### src/rtl/cond_eval_unit.sv
// ---------------------------------------------------------------------------
// cond_eval_unit
//   EX-stage condition unit. Holds the NZCV status register, merges masked
//   flag writes from the ALU, and evaluates NUM_CH ARM-style condition fields
//   per cycle to gate writeback/memory enables. Condition-failed instructions
//   are counted in a saturating squash counter.
//
// Ports
//   clk          rising-edge clock
//   rst          asynchronous reset, active low
//   stall        freezes status register, result stage and squash counter
//   flush        clears result valids (status register unaffected)
//   flag_we      status write enable
//   flag_in      new flags {N,Z,C,V}
//   flag_mask    per-flag write mask, same bit order as flag_in
//   ch_valid     per-channel instruction valid
//   ch_cond      per-channel condition, channel i at [4i+3:4i]
//   exec         per-channel condition passed (qualified by valid)
//   exec_valid   per-channel result valid
//   cond_illegal per-channel 4'b1111 encoding seen
//   status       stored NZCV
//   squash_cnt   saturating count of valid channels whose condition failed
// ---------------------------------------------------------------------------

// Per-channel condition decode against the shared effective flags.
module cond_eval_lane #(
    parameter int COND_LEN = 4
) (
    input  logic                valid,
    input  logic [COND_LEN-1:0] cond,
    input  logic [3:0]          flags,
    output logic                pass,
    output logic                illegal,
    output logic                fail
);
    logic n, z, c, v;
    logic truth;

    assign {n, z, c, v} = flags;

    always_comb begin
        truth = 1'b0;
        case (cond)
            4'b0000: truth = z;                  // EQ
            4'b0001: truth = ~z;                 // NE
            4'b0010: truth = c;                  // CS
            4'b0011: truth = ~c;                 // CC
            4'b0100: truth = n;                  // MI
            4'b0101: truth = ~n;                 // PL
            4'b0110: truth = v;                  // VS
            4'b0111: truth = ~v;                 // VC
            4'b1000: truth = c & ~z;             // HI
            4'b1001: truth = ~c | z;             // LS
            4'b1010: truth = ~(n ^ v);           // GE
            4'b1011: truth = n ^ v;              // LT
            4'b1100: truth = ~z & ~(n ^ v);      // GT
            4'b1101: truth = z | (n ^ v);        // LE
            4'b1110: truth = 1'b1;               // AL
            default: truth = 1'b0;               // 1111: never executes
        endcase
    end

    assign pass    = valid & truth;
    assign illegal = valid & (cond == 4'b1111);
    // Illegal encodings evaluate false, so they count as squashed too.
    assign fail    = valid & ~truth;
endmodule

module cond_eval_unit #(
    parameter int NUM_CH   = 1,
    parameter int COND_LEN = 4,
    parameter int REG_OUT  = 1,
    parameter int FWD_EN   = 1,
    parameter int CNT_W    = 16
) (
    input  logic                         clk,
    input  logic                         rst,
    input  logic                         stall,
    input  logic                         flush,
    input  logic                         flag_we,
    input  logic [3:0]                   flag_in,
    input  logic [3:0]                   flag_mask,
    input  logic [NUM_CH-1:0]            ch_valid,
    input  logic [NUM_CH*COND_LEN-1:0]   ch_cond,
    output logic [NUM_CH-1:0]            exec,
    output logic [NUM_CH-1:0]            exec_valid,
    output logic [NUM_CH-1:0]            cond_illegal,
    output logic [3:0]                   status,
    output logic [CNT_W-1:0]             squash_cnt
);
    typedef struct packed {
        logic [NUM_CH-1:0] valid;
        logic [NUM_CH-1:0] exec;
        logic [NUM_CH-1:0] illegal;
    } res_t;

    logic [3:0]        flags_nxt;
    logic [3:0]        flags_eff;
    logic [NUM_CH-1:0] pass;
    logic [NUM_CH-1:0] illegal;
    logic [NUM_CH-1:0] fail;
    logic [CNT_W:0]    cnt_sum;
    res_t              res_nxt;
    res_t              res;

    // Masked merge of the ALU flag write into the stored value.
    assign flags_nxt = (status & ~flag_mask) | (flag_in & flag_mask);

    // Forwarding ignores stall: evaluation still sees the in-flight write
    // even though the register itself will not take it this cycle.
    assign flags_eff = (FWD_EN != 0 && flag_we) ? flags_nxt : status;

    always_ff @(posedge clk or negedge rst) begin
        if (!rst)
            status <= 4'b0000;
        else if (flag_we && !stall)
            status <= flags_nxt;
    end

    for (genvar i = 0; i < NUM_CH; i++) begin : g_lane
        cond_eval_lane #(.COND_LEN(COND_LEN)) u_lane (
            .valid   (ch_valid[i]),
            .cond    (ch_cond[i*COND_LEN +: COND_LEN]),
            .flags   (flags_eff),
            .pass    (pass[i]),
            .illegal (illegal[i]),
            .fail    (fail[i])
        );
    end

    always_comb begin
        res_nxt         = '0;
        res_nxt.valid   = ch_valid;
        res_nxt.exec    = pass;
        res_nxt.illegal = illegal;
    end

    if (REG_OUT != 0) begin : g_reg
        // flush beats stall beats load.
        always_ff @(posedge clk or negedge rst) begin
            if (!rst)
                res <= '0;
            else if (flush)
                res <= '0;
            else if (!stall)
                res <= res_nxt;
        end
    end else begin : g_comb
        always_comb begin
            res       = res_nxt;
            res.valid = ch_valid & ~{NUM_CH{flush}};
        end
    end

    assign exec         = res.exec;
    assign exec_valid   = res.valid;
    assign cond_illegal = res.illegal;

    // One extra bit of headroom: a full counter plus at most NUM_CH fails
    // cannot overflow it, so the top bit flags saturation.
    always_comb begin
        cnt_sum = {1'b0, squash_cnt};
        for (int i = 0; i < NUM_CH; i++)
            cnt_sum = cnt_sum + {{CNT_W{1'b0}}, fail[i]};
    end

    always_ff @(posedge clk or negedge rst) begin
        if (!rst)
            squash_cnt <= '0;
        else if (!stall && !flush)
            squash_cnt <= cnt_sum[CNT_W] ? {CNT_W{1'b1}} : cnt_sum[CNT_W-1:0];
    end
endmodule

### config.mk
export PLATFORM = sky130hd
export DESIGN_NAME = cond_eval_unit
export DESIGN_NICKNAME = d
export VERILOG_FILES = /design/src/rtl/cond_eval_unit.sv
export SDC_FILE = /design/constraint.sdc
export NUM_CORES = 1
export LEC_CHECK = 0
export BUFFER_PORTS_ARGS = -buffer_cell sky130_fd_sc_hd__buf_2
export CAP_MARGIN = 0
export CELL_PAD_IN_SITES_DETAIL_PLACEMENT = 0
export CELL_PAD_IN_SITES_GLOBAL_PLACEMENT = 1
export CORE_AREA = 2 2 62 64
export CTS_CLUSTER_SIZE = 8
export DETAILED_ROUTE_END_ITERATION = 12
export DIE_AREA = 0 0 64 66
export PLACE_DENSITY_LB_ADDON = 0.1
export SYNTH_ARGS = -nofsm -noshare
export SYNTH_HDL_FRONTEND = slang
export SYNTH_SLANG_ARGS = --single-unit
export TNS_END_PERCENT = 50
### constraint.sdc
create_clock -name clk -period 5.7 [get_ports clk]
set_input_delay 0.57 -clock clk [delete_from_list [all_inputs] [get_ports clk]]
set_output_delay 0.57 -clock clk [all_outputs]
set_load 0.02 [all_outputs]
==> key figures <==
Status
  – Outcome: completed

Synth
  – Part of the Yosys area used for sequential elements: between 40 and 50%
  – Mapped Cells: 151
  – Count leader, synth: dfrtp_1
  – Top post-synthesis cells by area: dfrtp_1, nand2_1, nor2_1
  – EDFF count, synth: 0
  – Syn_area_per_cell: 9.21 um^2
  – Netlist cell types: 42
  – Top cells by count, synth: dfrtp_1, nand2_1, nor2_1
  – Dominant cell type by area after synthesis: dfrtp_1
  – Post-synthesis register bit count: 23
  – Netlist Area Pre-Place: 1390 um^2
  – Async S/R FF share, synth: 100%
  – Top FF cell, synth: dfrtp_1
  – Synth warn: 0
  – Synth top area share: 41.4%
  – Synth Net Count: 171

STA
  – Setup skew after layout: slightly below 0.008 ns
  – Slew @ Worst Pin: 0.490 ns
  – Final hold violations: 0
  – Setup_tns: 0 ns
  – Period minus WS final: about 3.4 ns
  – Final setup vio count: 0
  – Final Max Tran Viols: 0
  – RSZ-0062 raised after global routing: false
  – Fmax: 292 MHz
  – Final period util: ~60%
  – Worst slew margin: 67.3%

Layout
  – Number of nets in the finished design: 211
  – Post-route cell area: 1650 um^2
  – Area Overhead vs Synth: 18.8%
  – Antenna fix cells: 0
  – Share of layout cells above drive strength 1: 30.5%
  – Filler cells: 363

Power and ir drop
  – Static Leak: 0.839 nW
  – Power Dens Cells: 243 nW/um^2
  – Peak VDD IR: 131 uV

Clock tree
  – Clock sinks: 23
  – CTS tree: built
  – Clk_lat worst skew: a little over 0.3 ns
  – Post-CTS sizing: 0
  – H-Tree Level Count: 1
  – Post-CTS Setup Inserts: 0
  – Hold_buf cts: 0
  – Root Driver: clkbuf_4
  – Clk pin slew, worst setup/hold paths: roughly 0.12 ns
  – CTS Buf Count: 3
  – Deepest clock path buffer count: 2

Worst setup path
  – Worst Setup End Kind: register
  – Worst EP required: 5.93 ns
  – Reg2Reg Setup Slack: 2.37 ns
  – Startpoint types: primary input
  – Largest fanout on the critical path: 14
  – Worst Path Arrival: 3.65 ns
  – Worst r2r path cells: 12
  – End of the worst register-to-register path: squash_cnt[3]$_DFFE_PN0P_
  – Kind of critical path: primary input to register
  – Reg2reg start: status[3]$_DFFE_PN0P_

Placement
  – Port Buf Inserts: 40
  – Post-DP HPWL: around 2500 um
  – Placed Instance Area: 1630 um^2
  – Final GP Congestion: 0.841

Routing
  – Vias per cell: 5.40
  – First-pass DRT Iterations: 4
  – ANT nets after route: 0
  – Routed len/inst: between 10 and 15 um
  – DR vias: 1,286
  – First-iteration detailed-routing DRC count: 96
  – Residual DRC count: 0
  – Final WL: 3220 um

Global routing
  – Pin count of the biggest net entering global routing: 24
  – Initial antenna violation count: 0
  – All-layer global routing usage: 16.2%
  – Global-route wire length before repair: 5510 um
  – Vias in the first global route: 1,289
  – Global route overflow: 0

Floorplan
  – Height of the die: 66 um
  – Starting Density: 39.2%
  – Die width: 64 um
  – IO Count: 41
  – Rows: 22
  – Core ar.: 3550 um^2
  – Die area: 4220 um^2

Flow run
  – Max Cap Violations: 0

Min path
  – Worst Hold Class: primary input to asynchronous set/reset pin
cells in the final DEF (no fill, tap or decap), drive strengths merged, types with 2 or more instances in the layout:
cell type	instances
and4	2
xor2	5
dfrtp	23
nand4	5
mux2	6
clkbuf	3
a2111oi	2
a31oi	2
inv	6
a21oi	3
mux2i	2
nor2	17
and3	6
nand3	8
o21ai	5
nand2	21
xnor2	5
ha	2
buf	40
nor3	7
a32o	2
nor4	2
cell type report:
| type | instances | area, um^2 | share of cell area (%) |
|---|---|---|---|
| clock buffers | 3 | 22.5 | 1.36 |
| clock inverters | 1 | 5.00 | 0.303 |
| inverters | 6 | 22.5 | 1.36 |
| multi-input cells | 117 | 767 | 46.4 |
| flip-flops and latches | 23 | 576 | 34.8 |
| well taps | 48 | 60.1 | 3.63 |
| repair buffers | 40 | 200 | 12.1 |
worst max-delay path by stage:
stage            startpoint                         to  slack [ns]  cells past startpoint
3_3_place_gp        flag_we  squash_cnt[6]$_DFFE_PN0P_        2.05                     13
6_report            flag_we  squash_cnt[3]$_DFFE_PN0P_        2.28                     13
3_5_place_dp        flag_we  squash_cnt[3]$_DFFE_PN0P_        1.96                     13
4_1_cts             flag_we  squash_cnt[3]$_DFFE_PN0P_        2.26                     13
5_1_grt             flag_we  squash_cnt[6]$_DFFE_PN0P_        2.03                     13
2_1_floorplan  flag_mask[2]  squash_cnt[4]$_DFFE_PN0P_        2.38                     13
metrics by stage:
stage / utilization, % / hold slack [ns] / power [mW] / cells / setup slack (ns)
after floorplan: - / 0.274 / 0.285 / 151 / 2.38
after detailed placement: 45.8 / 0.498 / 0.333 / 234 / 1.96
after CTS: 46.5 / 0.219 / 0.407 / 238 / 2.26
final: 46.5 / 0.205 / 0.402 / 238 / 2.28
after global placement: 45.8 / 0.490 / 0.331 / 234 / 2.05
after global routing: 46.5 / 0.227 / 0.429 / 238 / 2.03
report_power, final:
group	internal (mW)	switching (mW)	total, mW	leakage (nW)
Combinational	0.0496	0.0727	0.122	0.517
Sequential	0.183	0.0232	0.206	0.304
Clock	0.0262	0.0474	0.0737	0.0177
cells by family (layout without fill, tap and decap cells):
family | count (synthesis) | count (layout) | share of synthesized area (%)
AND/OR/NAND/NOR | 74 | 74 | 28.5
AO/OA/AOI/OAI | 23 | 23 | 12.0
flip-flops | 23 | 23 | 41.4
buffers and inverters | 11 | 50 | 3.51
XOR/XNOR | 10 | 10 | 6.29
multiplexers | 8 | 8 | 6.56
adder cells (fa/ha/maj) | 2 | 2 | 1.80
worst max-delay path, stage by stage:
cell,delay [ns]
buf_2,0.14
nand2_1,0.10
mux2i_1,0.33
mux2_2,0.38
a222oi_1,0.28
nand4_1,0.17
nor2_1,0.16
ha_1,0.25
and4bb_4,0.29
and3_4,0.23
nand3_4,0.10
or4_4,0.53
o21ai_0,0.12
sequential cells by signal (all words and copies together) (netlist names):
| register | flops |
|---|---|
| squash_cnt | 16 |
| status | 4 |
| cond_illegal | 1 |
| exec | 1 |
| exec_valid | 1 |
per-layer routing:
| metal | up-vias | global-route usage (%) | share of wire, % |
|---|---|---|---|
| met5 | - | 0 | 0 |
| met4 | 0 | 6.25 | 1.4 |
| met3 | 6 | 2.73 | 5.1 |
| met2 | 37 | 30.5 | 51 |
| met1 | 621 | 18.2 | 43 |
| li1 | 622 | - | - |
No activity file was read; power rests on OpenSTA's default activity.
